`config.mk`:
```
export PLATFORM = sky130hd
export DESIGN_NAME = mmio_arbiter
export DESIGN_NICKNAME = d
export VERILOG_FILES = /design/src/rtl/mmio_pkg.sv /design/src/rtl/rr_arbiter2.sv /design/src/rtl/mmio_arbiter.sv
export SDC_FILE = /design/constraint.sdc
export NUM_CORES = 1
export LEC_CHECK = 0
export CAP_MARGIN = 20
export CORE_MARGIN = 4
export CORE_UTILIZATION = 41
export CTS_CLUSTER_SIZE = 10
export DETAILED_ROUTE_END_ITERATION = 16
export PLACE_DENSITY = 0.8
export SETUP_SLACK_MARGIN = 0.3
export SLEW_MARGIN = 20
export SYNTH_ARGS = -nofsm -noshare
export SYNTH_HDL_FRONTEND = slang
export SYNTH_SLANG_ARGS = --single-unit
```
`constraint.sdc`:
```
create_clock -name clock -period 1.95 [get_ports clock]
set_input_delay 0.39 -clock clock [delete_from_list [all_inputs] [get_ports clock]]
set_output_delay 0.39 -clock clock [all_outputs]
set_load 0.01 [all_outputs]
```
`src/rtl/mmio_pkg.sv`:
```
// Shared types and constants for the MMIO register slave arbiter.
package mmio_pkg;

    localparam int MMIO_ADDR_W = 14;
    localparam int MMIO_DATA_W = 32;
    localparam int MMIO_BE_W   = MMIO_DATA_W / 8;

    // Arbiter sequencer: grant, strobe the slave, wait out its read latency, acknowledge.
    typedef enum logic [1:0] {
        ARB_IDLE  = 2'd0,
        ARB_ISSUE = 2'd1,
        ARB_WAIT  = 2'd2,
        ARB_RESP  = 2'd3
    } mmio_arb_state_t;

    // One request bundle; used for the master-side inputs and the latched copy.
    typedef struct packed {
        logic [MMIO_ADDR_W-1:0] address;
        logic [MMIO_BE_W-1:0]   byteena;
        logic [MMIO_DATA_W-1:0] data;
        logic                   wren;
    } mmio_req_t;

    // True in every state in which a transaction is in flight.
    function automatic logic arb_is_active(input mmio_arb_state_t st);
        return (st != ARB_IDLE);
    endfunction

endpackage

```
`src/rtl/rr_arbiter2.sv`:
```
// Two-requester round-robin arbiter. Purely combinational: the caller owns the
// last-grant pointer register and feeds the updated value back when it commits.
// last_i = 1'b1 means requester 1 was served last, so requester 0 wins a tie.
module rr_arbiter2 (
    input  logic [1:0] req_i,
    input  logic       en_i,
    input  logic       last_i,
    output logic [1:0] gnt_o,
    output logic       last_o
);

    // Pick a winner when enabled; a tie goes to the requester not served last.
    always_comb begin
        gnt_o  = 2'b00;
        last_o = last_i;
        if (en_i) begin
            case (req_i)
                2'b01: begin
                    gnt_o  = 2'b01;
                    last_o = 1'b0;
                end
                2'b10: begin
                    gnt_o  = 2'b10;
                    last_o = 1'b1;
                end
                2'b11: begin
                    if (last_i) begin
                        gnt_o  = 2'b01;
                        last_o = 1'b0;
                    end else begin
                        gnt_o  = 2'b10;
                        last_o = 1'b1;
                    end
                end
                default: begin
                    gnt_o  = 2'b00;
                    last_o = last_i;
                end
            endcase
        end else begin
            gnt_o  = 2'b00;
            last_o = last_i;
        end
    end

endmodule

```
`src/rtl/mmio_arbiter.sv`:
```
// Shares the MMIO register slave between the CPU data port (m0) and the
// debug/loader port (m1). Each transaction takes IDLE->ISSUE->WAIT->RESP:
// a single clken strobe, one cycle for the slave's registered read, then a
// one-cycle ack with the captured read data. All outputs come from flops.
module mmio_arbiter
    import mmio_pkg::*;
#(
    parameter int ADDR_W = MMIO_ADDR_W,
    parameter int DATA_W = MMIO_DATA_W
) (
    input  logic                  clock,
    input  logic                  reset_n,

    input  logic                  m0_req,
    input  logic [ADDR_W-1:0]     m0_address,
    input  logic [DATA_W/8-1:0]   m0_byteena,
    input  logic [DATA_W-1:0]     m0_data,
    input  logic                  m0_wren,
    output logic                  m0_ack,
    output logic [DATA_W-1:0]     m0_q,

    input  logic                  m1_req,
    input  logic [ADDR_W-1:0]     m1_address,
    input  logic [DATA_W/8-1:0]   m1_byteena,
    input  logic [DATA_W-1:0]     m1_data,
    input  logic                  m1_wren,
    output logic                  m1_ack,
    output logic [DATA_W-1:0]     m1_q,

    output logic [ADDR_W-1:0]     s_address,
    output logic [DATA_W/8-1:0]   s_byteena,
    output logic [DATA_W-1:0]     s_data,
    output logic                  s_wren,
    output logic                  s_clken,
    input  logic [DATA_W-1:0]     s_q,

    output logic                  busy
);

    mmio_arb_state_t       state_q, state_d;
    mmio_req_t             lat_q, lat_d;
    logic                  sel_q, sel_d;        // granted master: 0 = m0, 1 = m1
    logic                  rr_last_q, rr_last_d;
    logic                  arb_en_s;
    logic [1:0]            gnt_s;
    mmio_req_t             m0_bundle_s, m1_bundle_s;
    logic                  issue_next_s;
    logic                  capture_s;

    logic                  s_clken_q, s_clken_d;
    logic                  s_wren_q, s_wren_d;
    logic [DATA_W/8-1:0]   s_byteena_q, s_byteena_d;
    logic [ADDR_W-1:0]     s_address_q, s_address_d;
    logic [DATA_W-1:0]     s_data_q, s_data_d;
    logic                  m0_ack_q, m0_ack_d;
    logic                  m1_ack_q, m1_ack_d;
    logic [DATA_W-1:0]     m0_rdata_q, m0_rdata_d;
    logic [DATA_W-1:0]     m1_rdata_q, m1_rdata_d;
    logic                  busy_q, busy_d;

    assign m0_bundle_s = '{address: m0_address, byteena: m0_byteena, data: m0_data, wren: m0_wren};
    assign m1_bundle_s = '{address: m1_address, byteena: m1_byteena, data: m1_data, wren: m1_wren};

    rr_arbiter2 u_rr (
        .req_i  ({m1_req, m0_req}),
        .en_i   (arb_en_s),
        .last_i (rr_last_q),
        .gnt_o  (gnt_s),
        .last_o (rr_last_d)
    );

    // Sequencer: requests are only looked at (and latched) while idle.
    always_comb begin
        state_d  = state_q;
        lat_d    = lat_q;
        sel_d    = sel_q;
        arb_en_s = 1'b0;
        case (state_q)
            ARB_IDLE: begin
                arb_en_s = 1'b1;
                if (gnt_s[1]) begin
                    state_d = ARB_ISSUE;
                    sel_d   = 1'b1;
                    lat_d   = m1_bundle_s;
                end else if (gnt_s[0]) begin
                    state_d = ARB_ISSUE;
                    sel_d   = 1'b0;
                    lat_d   = m0_bundle_s;
                end else begin
                    state_d = ARB_IDLE;
                end
            end
            ARB_ISSUE: state_d = ARB_WAIT;
            ARB_WAIT:  state_d = ARB_RESP;
            ARB_RESP:  state_d = ARB_IDLE;
            default:   state_d = ARB_IDLE;
        endcase
    end

    // Next values of the registered outputs, decoded from the next state so
    // that every output is a plain flop. Write strobes exist only in ISSUE.
    always_comb begin
        issue_next_s = (state_d == ARB_ISSUE);
        capture_s    = (state_q == ARB_WAIT);
        s_clken_d    = issue_next_s;
        s_wren_d     = issue_next_s ? lat_d.wren : 1'b0;
        s_byteena_d  = issue_next_s ? lat_d.byteena : {(DATA_W/8){1'b0}};
        s_address_d  = lat_d.address;
        s_data_d     = lat_d.data;
        m0_ack_d     = (state_d == ARB_RESP) && (sel_d == 1'b0);
        m1_ack_d     = (state_d == ARB_RESP) && (sel_d == 1'b1);
        m0_rdata_d   = (capture_s && (sel_q == 1'b0)) ? s_q : m0_rdata_q;
        m1_rdata_d   = (capture_s && (sel_q == 1'b1)) ? s_q : m1_rdata_q;
        busy_d       = arb_is_active(state_d);
    end

    // State, latched request and output registers; reset abandons any transaction.
    always_ff @(posedge clock or negedge reset_n) begin
        if (!reset_n) begin
            state_q     <= ARB_IDLE;
            lat_q       <= '0;
            sel_q       <= 1'b0;
            rr_last_q   <= 1'b1;            // m0 wins the first tie
            s_clken_q   <= 1'b0;
            s_wren_q    <= 1'b0;
            s_byteena_q <= {(DATA_W/8){1'b0}};
            s_address_q <= {ADDR_W{1'b0}};
            s_data_q    <= {DATA_W{1'b0}};
            m0_ack_q    <= 1'b0;
            m1_ack_q    <= 1'b0;
            m0_rdata_q  <= {DATA_W{1'b0}};
            m1_rdata_q  <= {DATA_W{1'b0}};
            busy_q      <= 1'b0;
        end else begin
            state_q     <= state_d;
            lat_q       <= lat_d;
            sel_q       <= sel_d;
            rr_last_q   <= rr_last_d;
            s_clken_q   <= s_clken_d;
            s_wren_q    <= s_wren_d;
            s_byteena_q <= s_byteena_d;
            s_address_q <= s_address_d;
            s_data_q    <= s_data_d;
            m0_ack_q    <= m0_ack_d;
            m1_ack_q    <= m1_ack_d;
            m0_rdata_q  <= m0_rdata_d;
            m1_rdata_q  <= m1_rdata_d;
            busy_q      <= busy_d;
        end
    end

    assign s_clken   = s_clken_q;
    assign s_wren    = s_wren_q;
    assign s_byteena = s_byteena_q;
    assign s_address = s_address_q;
    assign s_data    = s_data_q;
    assign m0_ack    = m0_ack_q;
    assign m1_ack    = m1_ack_q;
    assign m0_q      = m0_rdata_q;
    assign m1_q      = m1_rdata_q;
    assign busy      = busy_q;

endmodule

```
==> results of run 1 <==
==> Yosys cell counts (2+ instances only) <==
cell type / count / area [um2]
clkbuf_1: 13 / 48.80
a32oi_1: 5 / 43.79
ha_1: 2 / 25.02
mux2_2: 62 / 698.2
nand2_1: 9 / 33.78
buf_2: 8 / 40.04
inv_1: 4 / 15.01
nand3b_1: 5 / 37.54
nand2b_1: 2 / 12.51
buf_4: 49 / 367.9
dfrtp_1: 127 / 3178
o21ai_0: 11 / 55.05
buf_6: 5 / 56.30
a221o_1: 46 / 460.4
and3_1: 46 / 287.8
mux2_1: 2 / 22.52
nor2b_1: 3 / 18.77
==> power groups by stage <==
stage | clock network [W] | logic (W) | registers, W
finish | 0.00317 | 0.00627 | 0.00468
global route | 0.00336 | 0.00676 | 0.00485
CTS | 0.00322 | 0.00615 | 0.00469
detailed placement | 0 | 0.00662 | 0.00476
global placement | 0 | 0.00644 | 0.00469
floorplan | 0 | 0.00339 | 0.00497
==> flip-flops by register name, summed over array words and instances, names as in the netlist <==
register	cells
busy	1
lat_q	5
m0_ack	1
m0_q	32
m1_ack	1
m1_q	32
rr_last_q	1
s_address	14
s_byteena	4
s_clken	1
s_data	32
s_wren	1
sel_q	1
state_q	2
==> cell type report <==
class,instances,area (um2),share of cell area
Timing Repair Buffer,281,2778,0.3201
Multi-Input combinational cell,204,1854,0.2137
Clock inverter,13,153.9,0.01773
Sequential cell,128,3204,0.3692
Tap cell,176,220.2,0.02537
Inverter,4,15.01,0.001730
Clock buffer,19,452.9,0.05219
==> what timing repair did <==
item                                    4_1_cts  5_1_grt
hold buffers                                  1        0
endpoints found under the setup margin      172       68
resized for setup                           127        5
buffers inserted                              5        3
hold endpoints to repair                     30        0
cloned                                        4        2
pin swaps                                     0        0
==> routing by layer <==
layer	vias to the layer above	part of all wire	global-route usage
met5	-	0	0
met4	0	0.015	0.06713
met3	21	0.094	0.06630
met2	225	0.50	0.3454
met1	2104	0.39	0.2347
li1	1936	-	-
==> critical path: stages, from the launching register on <==
cell     delay, ns
dfrtp_1       0.41
inv_1         0.11
ha_4          0.19
buf_12        0.13
o21ai_4       0.07
buf_12        0.16
a221o_1       0.37
==> through the flow <==
stage	instances	utilization	total power [W]	setup TNS, ns
3_5_place_dp	778	0.6039	0.01138	-11.88
2_1_floorplan	408	-	0.008355	0
3_3_place_gp	778	0.6039	0.01113	-7.381
4_1_cts	820	0.6509	0.01405	0
6_report	825	0.6579	0.01411	0
5_1_grt	825	0.6579	0.01497	0
==> kinds of logic (layout without fill, tap and decap cells) <==
kind of cell / after synthesis / after routing
muxes: 64 / 64
and+or+nand+nor: 69 / 72
AOI/OAI and AO/OA: 66 / 66
adders and majority gates: 2 / 2
buffers and inverters: 79 / 317
DFF: 128 / 128
==> worst max path at each step <==
stage	slack (ns)	startpoint	cells after the start	to
floorplan	0.39	state_q[0]$_DFF_PN0_	6	m0_q[10]$_DFFE_PN0P_
global placement	-0.16	m0_req	4	s_data[29]$_DFFE_PN0P_
detailed placement	-0.29	m0_req	4	s_data[30]$_DFFE_PN0P_
CTS	0.24	state_q[0]$_DFF_PN0_	5	m0_q[15]$_DFFE_PN0P_
global route	0.31	state_q[1]$_DFF_PN0_	6	s_data[6]$_DFFE_PN0P_
finish	0.39	state_q[1]$_DFF_PN0_	6	s_address[5]$_DFFE_PN0P_
==> impl_results.md, run 1 <==
- Internal: 0.009459 W
- P_leak: 4.084 nW
- Largest net degree at the start of global routing: 56
- Syn_nets: 548
- Switch share: 0.3298
- Final WS setup: 0.3893 ns
- Measured slew at the worst slew-check pin: 0.4296 ns
- Drt pass-1 iters: 4
- Commonest cells after routing, fill and taps aside: 136 x clkdlybuf4s50_1, 127 x dfrtp_1, 118 x dlygate4sd2_1
- Critical path peak fanout: 24
- Hold Violations, Final: 0
- Max-cap violations: 0
- Hold Worst Slack: 0.4783 ns
- Ports: 257
- Share of flip-flops with an asynchronous set or reset: 1.000
- Fmax: 640.7 MHz
- First-pass GRT wire length: 23480 um
- Vias per cell: 5.195
- Clk Latency, worst-skew pair: 0.40 ns
- CTS H-tree depth: 4
- Antenna Nets Post-Route: 0
- Post-Syn Area: 0.005503 mm2
- Unrepaired setup endpoints after global routing: false
- Compound-cell area share of the yosys netlist: 0.1089
- Row cnt: 42
- Clock Sinks: 128
- Switching Power: 0.004655 W
- Pwr dens: 1626 mW/mm2
- Vias in the first global route: 4419
- Hold Path Class: in -> async
- Combinational fraction of design power: 0.444
- Drt drc: 0
- Yosys warns: 0
- Die area: 0.01534 mm2
- Seq cells post-synth: 128
- Worst Skew: 0.008275 ns
- Main combinational cell family by area after synthesis: multiplexers
- Clock buffer depth: 2
- Ant. Diodes: 0
- DR iter-0 viols: 221
- Flop pwr share: 0.332
- Post-DP Area: 0.007965 mm2
- Initial antenna violation count: 0
- CP endpoint kind: flip-flop
- Clk slew on worst S/H paths: 0.06 ns
- Commonest non-fill, non-tap cell in the layout: clkdlybuf4s50_1
- Adder-cell area share of the yosys netlist: 0.004548
- Layout net count: 776
- TritonCTS Buffers: 17
- Via Count: 4286
- Synthesized instance count: 408
- Worst setup SP type: flip-flop
- WL/cell: 19.33 um
- Syn-to-layout area delta: 57.71%
- Total GRT Usage: 0.2004
- CTS tree: done
- Root Buffer Master: clkbuf_16
- Arrival time worst endpoint: 1.84 ns
- Fraction of layout cells with a size suffix above 1: 0.2034
- R2R setup slack: 0.39 ns
- I/O Buffers: 256
- Crit Path Category: reg -> reg
- Syn avg cell area: 13.49 um2
- Design area: 0.008678 mm2
- Register area share after synthesis: 0.5823
- Gr ovfl total: 0
- Area of the core: 0.01319 mm2
- Final min period: 1.561 ns
- Max IR drop VDD: 0.0006279 V
- Die span in y: 123.9 um
- Slew HR: 0.7136
- Simple-gate share of the synthesized area: 0.07731
- Post-synth EDFFs: 0
- Fillers: 1000
- Final wirelength: 15940 um
- Cells on worst reg2reg path: 6
- R2r endpoint: s_address[5]$_DFFE_PN0P_
- Post-Synth XOR/XNOR Area: 0
- Crit Reg-Reg Startpoint: state_q[1]$_DFF_PN0_
- Pre-CTS setup slack: -0.2888 ns
- Starting Density: 0.4172
- Period utilization: 0.8004
- Final setup viols: 0
- GPL Wtd Cong: 0.7527
- Netlist cell types: 26
- DP Wirelength: 10900 um
- Status: completed
- Mux contribution to synthesized area: 0.1310
- Ys flop type: dfrtp_1
- Max-slew violations: 0
- CP required: 2.23 ns
- Clock group share of total power: 0.224
- Die width: 123.9 um
Note: power is estimated with default switching activity, not from simulation.
==> run 2, diff against run 1 <==
--- a/config.mk
+++ b/config.mk
@@ -7,10 +7,10 @@
 export LEC_CHECK = 0
 export CAP_MARGIN = 20
 export CORE_MARGIN = 4
-export CORE_UTILIZATION = 41
+export CORE_UTILIZATION = 37
 export CTS_CLUSTER_SIZE = 10
 export DETAILED_ROUTE_END_ITERATION = 16
-export PLACE_DENSITY = 0.8
+export PLACE_DENSITY = 0.76
 export SETUP_SLACK_MARGIN = 0.3
 export SLEW_MARGIN = 20
 export SYNTH_ARGS = -nofsm -noshare
==> constraint.sdc (replaced) <==
create_clock -name clock -period 1.43 [get_ports clock]
set_input_delay 0.286 -clock clock [delete_from_list [all_inputs] [get_ports clock]]
set_output_delay 0.286 -clock clock [all_outputs]
set_load 0.01 [all_outputs]
==> impl_results.md, run 2 (synthesized netlist as in run 1, its figures left out) <==
- Status: finished with violations
- Failing checks: setup timing
- CTS H-tree depth: 4
- Max-slew violations: 0
- Area of the core: 0.01453 mm2
- Row cnt: 44
- DP Wirelength: 11000 um
- Final wirelength: 19710 um
- Worst Skew: 0.009079 ns
- Utilization after layout: 0.6868
- Arrival time worst endpoint: 1.91 ns
- DR iter-0 viols: 210
- Layout net count: 867
- Worst setup SP type: flip-flop
- Final setup viols: 120
- Slew HR: 0.7221
- Cells on worst reg2reg path: 6
- Crit Reg-Reg Startpoint: state_q[1]$_DFF_PN0_
- Fillers: 1052
- Root Buffer Master: clkbuf_16
- Largest net degree at the start of global routing: 46
- Routed met2 length: 10290 um
- Critical path peak fanout: 8
- I/O Buffers: 256
- Ant. Diodes: 0
- Gr ovfl total: 0
- Starting Density: 0.3786
- CP dominant cell by count: buf_4
- TritonCTS Buffers: 17
- Antenna Nets Post-Route: 0
- Hold Path Class: in -> async
- Critical path capture point: m1_q[19]$_DFFE_PN0P_
- Cell Chain, Critical Path: buf_4, ha_4, buf_4, nand2_4, clkbuf_16, mux2_2
- Fraction of layout cells with a size suffix above 1: 0.5034
- Buffers and inverters on the worst path: 3
- Die span in y: 130.0 um
- Highest routed layer: met4
- Via Count: 4691
- Slowest-stage cell, CP: dfrtp_1
- Period utilization: 1.136
- WL/cell: 21.35 um
- Clock buffer depth: 2
- Clk slew on worst S/H paths: 0.06 ns
- Met3 WL: 1706 um
- Fmax: 615.5 MHz
- Final WS setup: -0.1947 ns
- Max-cap violations: 0
- Hold Violations, Final: 0
- Total power: 0.02394 W
- CP delay by family, top: buffers and inverters
- Clock Sinks: 128
- CP required: 1.71 ns
- Vias per cell: 5.082
- Vias in the first global route: 5099
- First-pass GRT wire length: 27940 um
- Metal-1 WL: 7233 um
- CP Launch Point: state_q[1]$_DFF_PN0_
- Delay of the slowest critical-path stage: 0.38 ns
- Measured slew at the worst slew-check pin: 0.4153 ns
- Initial antenna violation count: 0
- Ports: 257
- Clk Latency, worst-skew pair: 0.41 ns
- Design area: 0.009982 mm2
- Syn-to-layout area delta: 81.40%
- Die width: 130.0 um
- Max IR drop VDD: 0.0009680 V
- Final min period: 1.625 ns
- GPL Wtd Cong: 0.7933
- R2r endpoint: m1_q[19]$_DFFE_PN0P_
- Post-DP Area: 0.008045 mm2
- CTS tree: done
- Total GRT Usage: 0.2195
- Commonest cells after routing, fill and taps aside: 134 x clkdlybuf4s50_1, 127 x dfrtp_1, 75 x buf_2
- P_leak: 4.704 nW
- Die area: 0.01689 mm2
- Unrepaired setup endpoints after global routing: true
- R2R setup slack: -0.19 ns
- Crit Path Category: reg -> reg
- Drt pass-1 iters: 7
- CP endpoint kind: flip-flop
- Cell depth of the worst setup path: 6
- Commonest non-fill, non-tap cell in the layout: clkdlybuf4s50_1
- Pwr dens: 2398 mW/mm2
- Drt drc: 0
==> run 2: repair_timing <==
item                                   in CTS  in global routing
pin swaps                                  35                 22
resized for setup                         601                 56
endpoints found under the hold margin      21                  0
setup endpoints to repair                 246                246
gates cloned                               21                  1
setup buffers                              48                 29
hold buffers                                1                  0
==> run 2: worst reg2reg max path, stage by stage, from the launching register on <==
cell and delay (ns):
dfrtp_1 0.38, buf_4 0.14, ha_4 0.16, buf_4 0.13, nand2_4 0.15, clkbuf_16 0.20, mux2_2 0.35
==> run 2: area by class of cell <==
class	count	area, um2	area share
Timing Repair Buffer	372	3770	0.3777
Inverter	4	18.77	0.001880
Sequential cell	128	3204	0.3210
Clock buffer	22	454.2	0.04550
Clock inverter	9	133.9	0.01341
Multi-Input combinational cell	204	2171	0.2175
Tap cell	184	230.2	0.02306
==> run 2: worst min path at each step <==
stage | startpoint | end | slack [ns] | cells past startpoint
after floorplan | reset_n | busy$_DFF_PN0_ | -0.01 | 0
after global placement | reset_n | m1_q[6]$_DFFE_PN0P_ | 0.22 | 1
after detailed placement | reset_n | m1_q[15]$_DFFE_PN0P_ | 0.22 | 1
after CTS | reset_n | m1_q[7]$_DFFE_PN0P_ | 0.33 | 2
after global routing | reset_n | m1_q[7]$_DFFE_PN0P_ | 0.35 | 2
final | reset_n | m1_q[7]$_DFFE_PN0P_ | 0.33 | 2
==> run 2: metal layers <==
metal  up-vias  track usage
li1       2103            -
met2       224       0.3907
met5         -            0
met1      2325       0.2502
met3        39      0.06140
met4         0      0.08496
==> run 2: power breakdown <==
group	internal [W]	total (W)	switching, W
logic	0.00791	0.0130	0.00506
clock network	0.00278	0.00435	0.00157
registers	0.00547	0.00662	0.00115
total	0.0162	0.0239	0.00777
==> run 2: per-stage QoR <==
stage | instances | hold WS, ns | setup TNS [ns] | setup slack [ns]
2_1_floorplan | 408 | -0.009591 | -1.416 | -0.03612
3_3_place_gp | 792 | 0.2164 | -36.17 | -0.5778
3_5_place_dp | 792 | 0.2218 | -40.16 | -0.6516
4_1_cts | 893 | 0.3252 | -11.39 | -0.1722
5_1_grt | 923 | 0.3517 | -22.37 | -0.2424
6_report | 923 | 0.3252 | -16.01 | -0.1947
==> run 3, diff against run 2 <==
--- a/config.mk
+++ b/config.mk
@@ -7,10 +7,10 @@
 export LEC_CHECK = 0
 export CAP_MARGIN = 20
 export CORE_MARGIN = 4
-export CORE_UTILIZATION = 37
+export CORE_UTILIZATION = 35
 export CTS_CLUSTER_SIZE = 10
 export DETAILED_ROUTE_END_ITERATION = 16
-export PLACE_DENSITY = 0.76
+export PLACE_DENSITY = 0.73
 export SETUP_SLACK_MARGIN = 0.3
 export SLEW_MARGIN = 20
 export SYNTH_ARGS = -nofsm -noshare
==> impl_results.md, run 3 (synthesized netlist as in run 1, its figures left out) <==
- Max IR drop VDD: 0.001006 V
- Failing checks: setup timing
- R2R setup slack: -0.16 ns
- DR iter-0 viols: 193
- Ant. Diodes: 0
- Drt pass-1 iters: 4
- Worst Skew: 0.008113 ns
- Total power: 0.02314 W
- Unrepaired setup endpoints after global routing: true
- Area of the core: 0.01531 mm2
- Die span in y: 133.4 um
- Via Count: 4684
- Initial antenna violation count: 0
- Combinational fraction of design power: 0.528
- Row cnt: 45
- Commonest non-fill, non-tap cell in the layout: clkdlybuf4s50_1
- Flop pwr share: 0.285
- CTS tree: done
- Final min period: 1.593 ns
- Status: finished with violations
- Switching Power: 0.007761 W
- CP required: 1.72 ns
- Utilization after layout: 0.6396
- Delay of the slowest critical-path stage: 0.37 ns
- Fraction of layout cells with a size suffix above 1: 0.5164
- Worst setup SP type: flip-flop
- Hold Path Class: in -> async
- Largest net degree at the start of global routing: 45
- Gr ovfl total: 0
- Crit Path Category: reg -> reg
- Clk Latency, worst-skew pair: 0.41 ns
- Period utilization: 1.114
- Root Buffer Master: clkbuf_16
- Slew HR: 0.6994
- Slowest-stage cell, CP: dfrtp_1
- DP Wirelength: 11300 um
- Max-cap violations: 0
- P_leak: 4.572 nW
- Clock group share of total power: 0.187
- Final wirelength: 20340 um
- Antenna Nets Post-Route: 0
- Arrival time worst endpoint: 1.88 ns
- Syn-to-layout area delta: 78.01%
- Hold Violations, Final: 0
- I/O Buffers: 256
- Internal: 0.01538 W
- Pwr dens: 2363 mW/mm2
- Die width: 133.4 um
- Final WS setup: -0.1633 ns
- Cell Chain, Critical Path: inv_2, buf_6, ha_4, nor2b_4, buf_12, clkbuf_16, mux2_4
- CP endpoint kind: flip-flop
- Crit Reg-Reg Startpoint: state_q[0]$_DFF_PN0_
- Layout net count: 857
- Drt drc: 0
- Die area: 0.01779 mm2
- Cells on worst reg2reg path: 7
- Max-slew violations: 0
- TritonCTS Buffers: 17
- Commonest cells after routing, fill and taps aside: 135 x clkdlybuf4s50_1, 127 x dfrtp_1, 61 x buf_4
- R2r endpoint: m0_q[22]$_DFFE_PN0P_
- Starting Density: 0.3593
- Clock Sinks: 128
- Clk slew on worst S/H paths: 0.06 ns
- Total GRT Usage: 0.1791
- CTS H-tree depth: 4
- Vias per cell: 4.978
- Vias in the first global route: 4671
- WL/cell: 21.62 um
- Ports: 257
- GPL Wtd Cong: 0.7525
- First-pass GRT wire length: 25010 um
- Clock buffer depth: 2
- Fmax: 627.6 MHz
- Critical path peak fanout: 8
- Switch share: 0.3353
- Final setup viols: 109
- Measured slew at the worst slew-check pin: 0.4492 ns
## run 3: through the flow
step	setup TNS (ns)	setup WS [ns]	hold slack, ns	area [um2]	cells
final	-10.09	-0.1633	0.3331	9796	941
after global routing	-14.56	-0.1954	0.3368	9796	941
after CTS	-28.50	-0.1988	0.3140	8642	859
after detailed placement	-40.51	-0.6377	0.2102	8097	823
after global placement	-36.72	-0.5782	0.2033	8097	823
after floorplan	-1.416	-0.03612	-0.009591	5590	408
## run 3: power by group through the flow
stage               Sequential [W]  Clock [W]  Combinational (W)
floorplan                  0.00677          0            0.00486
global placement           0.00638          0            0.00897
detailed placement         0.00644          0            0.00921
CTS                        0.00644    0.00440            0.00899
global route               0.00676    0.00457             0.0129
finish                     0.00659    0.00433             0.0122
## run 3: cell type report
type	instances	area, um2
clock buffers	18	439.2
clock inverters	14	157.7
fillers	1136	5519
inverters	4	18.77
multi-input cells	205	2218
flip-flops and latches	128	3204
well taps	211	264.0
repair buffers	361	3493
## run 3: worst max-delay path by stage
stage                                     from                       end  cells after the start
after global routing      state_q[0]$_DFF_PN0_       m0_q[9]$_DFFE_PN0P_                      7
after CTS                 state_q[1]$_DFF_PN0_  s_address[7]$_DFFE_PN0P_                      6
after global placement                  m0_req  s_address[0]$_DFFE_PN0P_                      4
after detailed placement                m0_req     s_data[0]$_DFFE_PN0P_                      4
final                     state_q[0]$_DFF_PN0_      m0_q[22]$_DFFE_PN0P_                      7
after floorplan           state_q[0]$_DFF_PN0_      m0_q[10]$_DFFE_PN0P_                      6
## run 3: timing repair
action | 4_1_cts | 5_1_grt
setup buffers | 0 | 60
hold buffers | 1 | 0
pin swaps | 0 | 49
hold endpoints to repair | 17 | 0
cloned | 3 | 22
resized for setup | 158 | 368
endpoints found under the setup margin | 246 | 246
## run 3: per-layer routing
layer  wire length, um  vias up  GRT usage
li1                  -     2094          -
met1              7807     2316     0.2113
met2             10610      237     0.3042
met3              1447       37    0.06118
met4               474        0    0.06514
met5                 0        -          0
## run 3: critical path: cells and delay by family, from the launching register on
family | cells | cell delay (ns)
multiplexers | 1 | 0.31
flip-flops | 1 | 0.37
buffers and inverters | 4 | 0.50
adder cells (fa/ha/maj) | 1 | 0.14
AND/OR/NAND/NOR | 1 | 0.16
==> variant: new RTL, config.mk and constraints of run 2 <==
Encoding of `mmio_arb_state_t`: now one-hot (4 bits for 4 states).
--- a/src/rtl/mmio_pkg.sv
+++ b/src/rtl/mmio_pkg.sv
@@ -6,11 +6,11 @@
     localparam int MMIO_BE_W   = MMIO_DATA_W / 8;
 
     // Arbiter sequencer: grant, strobe the slave, wait out its read latency, acknowledge.
-    typedef enum logic [1:0] {
-        ARB_IDLE  = 2'd0,
-        ARB_ISSUE = 2'd1,
-        ARB_WAIT  = 2'd2,
-        ARB_RESP  = 2'd3
+    typedef enum logic [3:0] {
+        ARB_IDLE  = 4'b0001,
+        ARB_ISSUE = 4'b0010,
+        ARB_WAIT  = 4'b0100,
+        ARB_RESP  = 4'b1000
     } mmio_arb_state_t;
 
     // One request bundle; used for the master-side inputs and the latched copy.
Behaviour: same outputs for any inputs over 10 cycles, from zero or initial values and one cycle with reset_n low; not proved beyond that.
==> variant against run 2 <==
  * The run still ends with negative setup slack left
  * Area after synthesis rose by 1.6%
  * Sequential share of layout area down 0.13 points
  * Sequential cell count decreased by 3
  * Non-clock buffer count is 16 lower
  * Power is 11% lower
  * Critical endpoint is now m0_q[11]
  * Final area decreased by 1.8%
  * Clock power up 2%
  * Setup slack got worse by 0.093 ns
  * Core utilization decreased by 1.8 points
  * Wire length down 7.8%
  * First-iteration DRC count shrank 22%
  * Sequential power down 4.5%
==> variant: results (changes against run 2) <==
stage,metric,value,unit,change
run_status,status,finished with violations,,unchanged
run_status,violations,negative setup slack,,unchanged
yosys,synth_common_cells,"123 x dfrtp_1, 70 x mux2_2, 47 x buf_4",,"was 127 x dfrtp_1, 62 x mux2_2, 49 x buf_4"
critical_path,critPathArrivalTime,2.01,ns,was 1.91 ns
place,hpwl,11700,µm,was 11000 µm
global_routing,grt_pass1_vias,4646,,was 5099
routing,met2_length,9590,µm,was 10300 µm
routing,met1_length,7250,µm,was 7230 µm
place,post-place-ws,-0.518,ns,was -0.652 ns
global_routing,grt_max_degree,48,,was 46
routing,wl,18200,µm,was 19700 µm
yosys,synth.area.top_cells,"dfrtp_1 55%, mux2_2 14%, a32o_1 8.2%",,"was dfrtp_1 58%, mux2_2 13%, a221o_1 8.4%"
place,post-place-cells,774,,was 792
yosys,synth_nets,523,,was 548
routing,wl_met3,1030,µm,was 1710 µm
routing,drt_iter0_markers,164,,was 210
place,gp_congestion,0.745,,was 0.793
yosys,avgSynthCellArea,14.5,µm²,was 13.5 µm²
yosys,yosysWarnings,0,,unchanged
critical_path,crit_fanout,9,,was 8
timing,fin_skew,0.00816,ns,was 0.00908 ns
timing,worstMarginPinSlew,0.550,ns,was 0.415 ns
global_routing,grt_pass1_wl,25600,µm,was 27900 µm
finish,nets,825,,was 867
timing,setup_viol,114,,was 120
timing,fin_setup_tns,-25.26,ns,was -16.01 ns
power_and_ir_drop,leakage,0.00456,µW,was 0.00470 µW
timing,fin_ws,-0.288,ns,was -0.195 ns
routing,wl_per_cell,20.6,µm,was 21.4 µm
place,place_area,8280,µm²,was 8050 µm²
power_and_ir_drop,ir_drop,0.00122,V,was 0.000968 V
routing,via_per_inst,5.07,,was 5.08
global_routing,met2_usage,33.7,%,was 39.1%
routing,dr.pass1.iters,4,,was 7
global_routing,grt_use_met1,24.1,%,was 25.0%
yosys,ys_seq_area_share,56.0,%,was 58.2%
finish,drive_gt1_share,55.0,%,was 50.3%
timing,hold-worst-slack,0.322,ns,was 0.325 ns
[variant: what timing repair did]
| item | 4_1_cts | 5_1_grt |
|---|---|---|
| setup endpoints to repair | 242 | 243 |
| gates resized for setup | 563 | 64 |
| hold buffers | 1 | 0 |
| setup buffers | 27 | 37 |
| cloned | 6 | 7 |
| endpoints found under the hold margin | 18 | 0 |
| pin swaps | 5 | 2 |
[variant: path summary, 6_finish.rpt]
kind	slack, ns	endpoint	cells past startpoint	startpoint
hold / removal	0.32	m0_q[11]	2	reset_n
hold reg to reg	0.49	s_address[0]	1	s_address[0]
setup reg to reg	-0.29	m0_q[11]	5	state_q[1]
max in group asynchronous	0.55	s_address[9]	3	reset_n
setup / recovery	-0.29	m0_q[11]	5	state_q[1]
min in group clock	0.33	rr_last_q	3	m0_req
[variant: layout make-up]
| type | count | share of cell area [%] |
|---|---|---|
| multi-input combinational | 182 | 23.4 |
| tap | 184 | 2.35 |
| timing repair buffer | 356 | 35.6 |
| timing repair inverter | 1 | 0.0894 |
| sequential | 125 | 32.0 |
| clock inverter | 11 | 1.42 |
| inverter | 4 | 0.255 |
| clock buffer | 21 | 4.90 |
[variant: worst max-delay path, cell delays in order (launching register included)]
cell and delay, ns:
dfrtp_2 0.44, nor4b_4 0.31, nor2b_4 0.21, buf_12 0.16, clkbuf_16 0.18, mux2_4 0.30
[variant: cells by family (layout without fill, tap and decap cells)]
| kind of cell | count (synthesis) | count (layout) | synth area share, % |
|---|---|---|---|
| buf+inv | 78 | 393 | 9.76 |
| flops | 125 | 125 | 56.0 |
| simple gates | 9 | 9 | 1.66 |
| compound gates | 63 | 63 | 10.4 |
| mux | 110 | 110 | 22.2 |
[variant: where the power goes]
group	switching, µW	internal (µW)	total, µW
clock	1540	2910	4450
combinational	3870	6600	10500
sequential	1080	5240	6320
